===== config.mk =====
export PLATFORM = sky130hd
export DESIGN_NAME = mccontroller
export DESIGN_NICKNAME = d
export VERILOG_FILES = /design/src/rtl/mccontroller.sv
export SDC_FILE = /design/constraint.sdc
export NUM_CORES = 1
export LEC_CHECK = 0
export BUFFER_PORTS_ARGS = -buffer_cell sky130_fd_sc_hd__buf_2
export CAP_MARGIN = 20
export CELL_PAD_IN_SITES_DETAIL_PLACEMENT = 2
export CELL_PAD_IN_SITES_GLOBAL_PLACEMENT = 2
export CORE_ASPECT_RATIO = 2
export CORE_MARGIN = 5
export CORE_UTILIZATION = 23
export CTS_BUF_LIST = sky130_fd_sc_hd__clkbuf_8
export CTS_CLUSTER_DIAMETER = 50
export DETAILED_ROUTE_END_ITERATION = 7
export GPL_ROUTABILITY_DRIVEN = 0
export PLACE_DENSITY_LB_ADDON = 0.2
export SKIP_CTS_REPAIR_TIMING = 1
export SLEW_MARGIN = 20
export SYNTH_ARGS = -nofsm -noshare
export SYNTH_HDL_FRONTEND = slang
export SYNTH_SLANG_ARGS = --single-unit

===== constraint.sdc =====
create_clock -name clk -period 1.99 [get_ports clk]
set_clock_uncertainty 0.1 [all_clocks]
set_input_delay 0.199 -clock clk [delete_from_list [all_inputs] [get_ports clk]]
set_output_delay 0.199 -clock clk [all_outputs]
set_load 0.1 [all_outputs]

===== src/rtl/mccontroller.sv =====
// mccontroller: multicycle control sequencer for the MIPS core.
// Walks each instruction through fetch, decode, execute, memory and
// writeback, time-sharing one ALU and one unified memory port. Memory steps
// wait on memready, so a variable-latency memory stalls the sequence.
//
// state  | meaning
// -------+-------------------------------------------------------------
// FETCH  | read instruction at PC, PC+4 into PC when memory completes
// DECODE | dispatch on op, compute branch target into ALUOut
// MEMADR | compute load/store address rs + signext(imm)
// MEMRD  | read data memory at ALUOut until memready
// MEMWB  | write loaded data to rt
// MEMWR  | write register B to memory at ALUOut until memready
// REX    | R-type ALU operation selected by funct
// RWB    | write ALUOut to rd
// BEQ    | compare rs/rt, take branch target from ALUOut when zero
// IEX    | immediate ALU operation (addi/andi/ori/lui)
// IWB    | write ALUOut to rt
// JMP    | load jump target into PC

module mccontroller (
    input  logic       clk,
    input  logic       reset,
    input  logic [5:0] op_i,
    input  logic [5:0] funct_i,
    input  logic       zero_i,
    input  logic       memready_i,
    output logic       pcen_o,
    output logic       iord_o,
    output logic       memread_o,
    output logic       memwrite_o,
    output logic       irwrite_o,
    output logic       regdst_o,
    output logic       memtoreg_o,
    output logic       regwrite_o,
    output logic       alusrca_o,
    output logic [1:0] alusrcb_o,
    output logic [1:0] pcsrc_o,
    output logic [1:0] immtype_o,
    output logic [2:0] alucontrol_o,
    output logic       illegal_o,
    output logic       instr_done_o
);

    typedef enum logic [3:0] {
        S_FETCH  = 4'd0,
        S_DECODE = 4'd1,
        S_MEMADR = 4'd2,
        S_MEMRD  = 4'd3,
        S_MEMWB  = 4'd4,
        S_MEMWR  = 4'd5,
        S_REX    = 4'd6,
        S_RWB    = 4'd7,
        S_BEQ    = 4'd8,
        S_IEX    = 4'd9,
        S_IWB    = 4'd10,
        S_JMP    = 4'd11
    } state_t;

    localparam logic [5:0] OP_RTYPE = 6'b000000;
    localparam logic [5:0] OP_J     = 6'b000010;
    localparam logic [5:0] OP_BEQ   = 6'b000100;
    localparam logic [5:0] OP_ADDI  = 6'b001000;
    localparam logic [5:0] OP_ANDI  = 6'b001100;
    localparam logic [5:0] OP_ORI   = 6'b001101;
    localparam logic [5:0] OP_LUI   = 6'b001111;
    localparam logic [5:0] OP_LW    = 6'b100011;
    localparam logic [5:0] OP_SW    = 6'b101011;

    localparam logic [5:0] FN_ADD   = 6'b100000;
    localparam logic [5:0] FN_SUB   = 6'b100010;
    localparam logic [5:0] FN_AND   = 6'b100100;
    localparam logic [5:0] FN_OR    = 6'b100101;
    localparam logic [5:0] FN_SLT   = 6'b101010;

    localparam logic [2:0] ALU_ADD  = 3'b010;
    localparam logic [2:0] ALU_SUB  = 3'b110;
    localparam logic [2:0] ALU_AND  = 3'b000;
    localparam logic [2:0] ALU_OR   = 3'b001;
    localparam logic [2:0] ALU_SLT  = 3'b111;

    localparam logic [1:0] SRCB_REGB  = 2'b00;
    localparam logic [1:0] SRCB_FOUR  = 2'b01;
    localparam logic [1:0] SRCB_IMM   = 2'b10;
    localparam logic [1:0] SRCB_IMMSH = 2'b11;

    localparam logic [1:0] PC_ALUOUT  = 2'b01;
    localparam logic [1:0] PC_JUMP    = 2'b10;

    localparam logic [1:0] IMM_SIGN   = 2'b00;
    localparam logic [1:0] IMM_ZERO   = 2'b01;
    localparam logic [1:0] IMM_SETHI  = 2'b10;

    state_t state_q;
    state_t state_d;

    // State register; reset parks the sequencer in FETCH.
    always_ff @(posedge clk or posedge reset) begin
        if (reset) begin
            state_q <= S_FETCH;
        end else begin
            state_q <= state_d;
        end
    end

    // Next-state and control decode. The op/funct fields come from the
    // instruction register, which only changes in FETCH, so decoding them in
    // later states is stable for the whole instruction.
    always_comb begin
        state_d      = state_q;
        pcen_o       = 1'b0;
        iord_o       = 1'b0;
        memread_o    = 1'b0;
        memwrite_o   = 1'b0;
        irwrite_o    = 1'b0;
        regdst_o     = 1'b0;
        memtoreg_o   = 1'b0;
        regwrite_o   = 1'b0;
        alusrca_o    = 1'b0;
        alusrcb_o    = SRCB_REGB;
        pcsrc_o      = 2'b00;
        immtype_o    = IMM_SIGN;
        alucontrol_o = ALU_ADD;
        illegal_o    = 1'b0;
        instr_done_o = 1'b0;

        case (state_q)
            S_FETCH: begin
                iord_o    = 1'b0;
                memread_o = 1'b1;
                alusrca_o = 1'b0;
                alusrcb_o = SRCB_FOUR;
                if (memready_i) begin
                    irwrite_o = 1'b1;
                    pcen_o    = 1'b1;
                    state_d   = S_DECODE;
                end
            end

            S_DECODE: begin
                alusrca_o = 1'b0;
                alusrcb_o = SRCB_IMMSH;
                immtype_o = IMM_SIGN;
                case (op_i)
                    OP_LW, OP_SW:                     state_d = S_MEMADR;
                    OP_RTYPE:                         state_d = S_REX;
                    OP_BEQ:                           state_d = S_BEQ;
                    OP_ADDI, OP_ANDI, OP_ORI, OP_LUI: state_d = S_IEX;
                    OP_J:                             state_d = S_JMP;
                    default: begin
                        illegal_o    = 1'b1;
                        instr_done_o = 1'b1;
                        state_d      = S_FETCH;
                    end
                endcase
            end

            S_MEMADR: begin
                alusrca_o = 1'b1;
                alusrcb_o = SRCB_IMM;
                immtype_o = IMM_SIGN;
                state_d   = (op_i == OP_LW) ? S_MEMRD : S_MEMWR;
            end

            S_MEMRD: begin
                iord_o    = 1'b1;
                memread_o = 1'b1;
                if (memready_i) begin
                    state_d = S_MEMWB;
                end
            end

            S_MEMWB: begin
                regdst_o     = 1'b0;
                memtoreg_o   = 1'b1;
                regwrite_o   = 1'b1;
                instr_done_o = 1'b1;
                state_d      = S_FETCH;
            end

            S_MEMWR: begin
                iord_o     = 1'b1;
                memwrite_o = 1'b1;
                if (memready_i) begin
                    instr_done_o = 1'b1;
                    state_d      = S_FETCH;
                end
            end

            S_REX: begin
                alusrca_o = 1'b1;
                alusrcb_o = SRCB_REGB;
                state_d   = S_RWB;
                case (funct_i)
                    FN_ADD: alucontrol_o = ALU_ADD;
                    FN_SUB: alucontrol_o = ALU_SUB;
                    FN_AND: alucontrol_o = ALU_AND;
                    FN_OR:  alucontrol_o = ALU_OR;
                    FN_SLT: alucontrol_o = ALU_SLT;
                    default: begin
                        illegal_o    = 1'b1;
                        instr_done_o = 1'b1;
                        state_d      = S_FETCH;
                    end
                endcase
            end

            S_RWB: begin
                regdst_o     = 1'b1;
                memtoreg_o   = 1'b0;
                regwrite_o   = 1'b1;
                instr_done_o = 1'b1;
                state_d      = S_FETCH;
            end

            S_BEQ: begin
                alusrca_o    = 1'b1;
                alusrcb_o    = SRCB_REGB;
                alucontrol_o = ALU_SUB;
                pcsrc_o      = PC_ALUOUT;
                pcen_o       = zero_i;
                instr_done_o = 1'b1;
                state_d      = S_FETCH;
            end

            S_IEX: begin
                alusrca_o = 1'b1;
                alusrcb_o = SRCB_IMM;
                state_d   = S_IWB;
                case (op_i)
                    OP_ANDI: begin
                        immtype_o    = IMM_ZERO;
                        alucontrol_o = ALU_AND;
                    end
                    OP_ORI: begin
                        immtype_o    = IMM_ZERO;
                        alucontrol_o = ALU_OR;
                    end
                    // lui relies on rs being $0, so OR passes the shifted immediate
                    OP_LUI: begin
                        immtype_o    = IMM_SETHI;
                        alucontrol_o = ALU_OR;
                    end
                    default: begin
                        immtype_o    = IMM_SIGN;
                        alucontrol_o = ALU_ADD;
                    end
                endcase
            end

            S_IWB: begin
                regdst_o     = 1'b0;
                memtoreg_o   = 1'b0;
                regwrite_o   = 1'b1;
                instr_done_o = 1'b1;
                state_d      = S_FETCH;
            end

            S_JMP: begin
                pcsrc_o      = PC_JUMP;
                pcen_o       = 1'b1;
                instr_done_o = 1'b1;
                state_d      = S_FETCH;
            end

            default: begin
                state_d = S_FETCH;
            end
        endcase

        // Reset must silence every strobe at once, including the FETCH read
        // request that the reset state would otherwise drive.
        if (reset) begin
            pcen_o       = 1'b0;
            iord_o       = 1'b0;
            memread_o    = 1'b0;
            memwrite_o   = 1'b0;
            irwrite_o    = 1'b0;
            regdst_o     = 1'b0;
            memtoreg_o   = 1'b0;
            regwrite_o   = 1'b0;
            alusrca_o    = 1'b0;
            alusrcb_o    = 2'b00;
            pcsrc_o      = 2'b00;
            immtype_o    = 2'b00;
            alucontrol_o = 3'b000;
            illegal_o    = 1'b0;
            instr_done_o = 1'b0;
            state_d      = S_FETCH;
        end
    end

endmodule


### Yosys cells after proc, flatten, opt, wreduce, memory -nomap -nowiden

Index checks and enable logic that the tools add are counted.

| storage, ports and cells | value |
|---|---|
| register bits | 4 |
| input port bits | 16 |
| output and inout port bits | 20 |
| logic and storage cells | 87 |

| cells by class | value |
|---|---|
| eq/ne operators | 27 |
| muxes and demuxes | 44 |
| reduce and logical (&&, ||, !) cells | 15 |

Operators by type and width:

| kind | number |
|---|---|
| 6-bit equality test, second input constant | 7 |
| 4-bit case mux with 7 select lines | 1 |
| 6-bit by 4-bit equality test with 1-bit output, second input constant | 4 |
| 1-bit two-way mux | 22 |
| 4-bit case mux with 5 select lines | 1 |
| 4-bit by 3-bit equality test with 1-bit output, second input constant | 4 |
| 4-bit equality test, second input constant | 4 |
| 4-bit two-way mux | 4 |
| 2-bit case mux with 2 select lines | 3 |
| 3-bit case mux with 4 select lines | 1 |
| 2-bit OR reduction | 6 |
| 5-bit OR reduction | 2 |
| 3-bit two-way mux | 3 |
| 3-bit != test, second input constant | 3 |
| 3-bit case mux with 3 select lines | 1 |
| 9-bit OR reduction | 1 |
| 4-bit by 2-bit equality test with 1-bit output, second input constant | 2 |
| 2-bit two-way mux | 4 |
| 4-bit OR reduction | 2 |
| 6-bit by 2-bit equality test with 1-bit output, second input constant | 1 |
| 6-bit by 3-bit equality test with 1-bit output, second input constant | 1 |
| 6-bit zero test | 1 |
| 2-bit case mux with 3 select lines | 1 |
| 4-bit by 1-bit equality test with 1-bit output, second input constant | 1 |
| 6 further kinds | 6 |

### Logic depth before layout (Yosys ltp)

| depth | value |
|---|---|
| depth after elaboration | 5 |
| depth in mapped cells | 5 |
| gate-level depth less buffers | 4 |

### Worst setup path before layout

Ideal clock, no wire load.

| timing path | value |
|---|---|
| path kind | flip-flop to output port |
| start | register state_q[2] |
| end | output port irwrite_o |
| data arrival time | 3.968 ns |
| data required time | 1.691 ns |
| slack | -2.277 ns |
| cell stages (with the launch flop) | 5 |
| path buffers | 1 |
| cell sequence | dfrtp_1 buf_2 or2_2 nor3_1 and3_1 |

| on the way | value |
|---|---|
| longest elaborated chain between the ends | 3 |

Ends and longest elaborated chain:

| element | RTL line | source |
|---|---|---|
| start: declaration | 94 | `state_t state_q;` |
| start signal: assignment | 102 | `state_q <= state_d;` |
| 4-bit zero test | 127 | `case (state_q)` |
| 1-bit two-way mux | 127 |  |
| 1-bit two-way mux | 273 | `if (reset) begin` |
| end: declaration | 32 | `output logic irwrite_o,` |

No other way between the ends.

### Worst setup path after layout

| timing path | value |
|---|---|
| start | register state_q[1] |
| end | output port regwrite_o |

| on the way | value |
|---|---|
| longest elaborated chain between the ends | 4 |
| elaborated cells between the ends (all ways) | 6 |
| classes of those cells | eq/ne (3); mux (2); reduce/logical (1) |

Ends and longest elaborated chain:

| element | RTL line | source |
|---|---|---|
| 4-bit equality test or 4-bit by 3-bit equality test with 1-bit output (tied branches) | 127 |  |
| 3-bit OR reduction (no line) (*) | -- |  |
| 1-bit two-way mux (*) | 127 |  |
| 1-bit two-way mux (*) | 273 |  |
| end: declaration | 35 | `output logic regwrite_o,` |

Every way passes the cells marked *; elsewhere a longest branch is shown, timed or not.

==> metrics.md <==
| Metric | Value |
|---|---|
| Pwr Total | roughly 600 uW |
| DR pass1 iterations | 4 |
| Core Footprint | between 3000 and 4000 um2 |
| Worst reg2reg path depth | 6 |
| Sw Share | 0.441 |
| Syn Inst Count | 124 |
| Int Power | approximately 340 uW |
| Via/cell ratio | ~5.9 |
| Syn nets | 140 |
| Initial Util | 0.234 |
| Slew Limit Headroom | 0.683 |
| Final ANT Viol Nets | 0 |
| Io pins | 36 |
| Met1 WL | about 1.8 mm |
| Share of layout cells above drive strength 1 | 0.577 |
| Antenna violations before repair | 0 |
| GRT overflow | 0 |
| Startpoint Class | register |
| Clock Pin Slew Worst Setup and Hold Paths | 0.03 ns |
| Final Hold Viols | 0 |
| Area grow syn2layout | 126% |
| DIE AREA | 4740 um2 |
| Sink Count | 4 |
| Worst Hold Class | input pin to async pin |
| Largest stage delay on the critical path | 0.46 ns |
| Met2 WL post-DR | between 3 and 4 mm |
| Worst R2R End | state_q[0] |
| Yosys warning count | 0 |
| DRT iter0 DRCs | 16 |
| WP data required | 1.69 ns |
| Die Ht | 92.5 um |
| Distinct cell type count after synthesis | 41 |
| CTS tree | done |
| Setup violators final | 4 |
| Clk pwr share | 0.301 |
| Vias | roughly 1.3k |
| CP max stage cell | dfrtp_2 |
| H-tree Lvls | 1 |
| Status | complete, but fails checks |
| Minimum period implied by the final worst setup slack | approximately 2.1 ns |
| Mean Syn Cell Area | 6.31 um2 |
| Failing checks | negative setup slack |
| Crit end category | output pin |
| Most frequent cells in the layout | buf_4 (25), buf_12 (20), buf_2 (15) |
| Die Wd | approximately 51 um |
| GRT Overall Usage | 0.189 |
| DRT Wirelength | approximately 5.3 mm |
| Critical path peak fanout | 6 |
| Seq pwr share | 0.148 |
| Largest Register | state_q |
| CTS Root Cell | clkbuf_8 |
| Max IR drop VDD | between 0.0003 and 0.0004 V |
| P_sw | between 200 and 300 uW |
| Register area share after synthesis | 0.128 |
| Kind of critical path | register to output pin |
| Top Metal Used | met4 |
| Asr flop ratio synth | 1.00 |
| # Max-Cap Violations | 0 |
| RSZ-0062 raised after global routing | true |
| Final worst slack | -0.118 ns |
| Final Util | 0.528 |
| Most common cell after layout, fill and taps aside | buf_4 |
| CP cell instances | buf_6 -> and2b_2 -> mux2_4 -> a32oi_4 -> nor2_4 -> buf_12 |
| First-pass GRT wire length | between 6 and 7 mm |
| PD cells | between 300 and 400 nW/um2 |
| Yosys reg bits | 4 |
| CTS Buffer Depth | 2 |
| R2r setup slk | -0.05 ns |
| Main flop type after synthesis | dfrtp_1 |
| # nets final | 200 |
| Pleak | 0.719 nW |
| FP Rows | 30 |
| Setup_tns | -0.207 ns |
| Port Buffers | 35 |
| Worst-margin pin slew | roughly 0.47 ns |
| Critical path arrival | 1.81 ns |
| Routed wl met3 | 113 um |
| Netlist area before placement | just under 800 um2 |
| Combinational group share of total power | 0.551 |
| Period utilization | 1.06 |
| Number of global-route vias before repair | 1413 |
| Pin count of the biggest net entering global routing | 16 |
| DRC Markers | 0 |
| HPWL Detailed | approximately 3.5 mm |
| Number of flip-flops in the largest register | 4 |
| N_diodes | 0 |
| Dpl ws | -0.0139 ns |
| WL per Instance | around 25 um |
| Regs by FF count | state_q (4) |
| Post-synth EDFFs | 0 |
| Reg2reg start | state_q[1] |
| Clock Latency Late Sink | around 0.22 ns |
| Hold Slack | between 0.05 and 0.06 ns |
| Fillers | 354 |
| CTS buffer count | 3 |
| Fmax | about 0.47 GHz |
| Slew Viols, Final | 0 |
==> critical path, delay by kind of cell (launching register included) <==
family	cells	cell delay [ns]
AO/OA/AOI/OAI	1	0.23
buffers and inverters	2	0.31
flip-flops	1	0.46
multiplexers	1	0.29
AND/OR/NAND/NOR	2	0.29
==> how the worst max path moves through the flow <==
stage / from / to / slack (ns)
detailed placement: state_q[2] / instr_done_o / -0.01
floorplan: state_q[2] / irwrite_o / -0.46
CTS: state_q[2] / instr_done_o / -0.25
global placement: state_q[2] / instr_done_o / 0.09
finish: state_q[1] / regwrite_o / -0.12
global route: state_q[1] / regwrite_o / -0.14
==> metrics by stage <==
step | cells | cell area (um2)
2_1_floorplan | 124 | 935
3_3_place_gp | 201 | 1550
3_5_place_dp | 201 | 1550
4_1_cts | 204 | 1590
5_1_grt | 214 | 1770
6_report | 214 | 1770
==> kinds of logic after synthesis <==
kind of cell           count (synthesis)  synth area share
DFF                                    4             0.128
AOI/OAI and AO/OA                     37             0.315
muxes                                  3            0.0416
buffers and inverters                 16            0.0848
and+or+nand+nor                       64             0.430
==> power by group through the flow <==
stage | logic (mW) | registers (mW) | clock network [mW]
floorplan | 0.181 | 0.0878 | 0
global placement | 0.293 | 0.0888 | 0
detailed placement | 0.301 | 0.0893 | 0
CTS | 0.302 | 0.0885 | 0.176
global route | 0.346 | 0.0890 | 0.186
finish | 0.330 | 0.0888 | 0.181
==> synth_stat cells, types with 2 or more instances <==
library cell  instances  area, um2
a31oi_1               2       12.5
buf_2                 2       10.0
nor3_1                7       35.0
nor2_1               12       45.0
nor2b_1               3       18.8
nor4_1                2       12.5
a21o_1                2       15.0
o211ai_1              2       15.0
and3_1                6       37.5
o31ai_1               2       15.0
mux2_2                2       22.5
nand3_1               4       20.0
o21ai_0               8       40.0
or3_1                 2       12.5
inv_1                 6       22.5
a22oi_1               2       15.0
a31o_2                2       17.5
nand2b_1              7       43.8
dfrtp_1               4        100
nand2_1              12       45.0
nor3b_1               2       15.0
clkbuf_1              7       26.3
a21oi_1               8       40.0
==> layout make-up <==
type	instances	area [um2]	share of cell area
tap	32	40.0	0.0227
multi-input combinational	104	830	0.470
timing repair buffer	65	727	0.412
sequential	4	105	0.0595
inverter	6	22.5	0.0128
clock buffer	3	41.3	0.0234
==> routing by layer <==
metal,GRT usage,up-vias
li1,-,574
met1,0.170,638
met2,0.407,33
met3,0.0209,11
met4,0.0503,0
met5,0,-
Power figures use the tool's default switching activity.
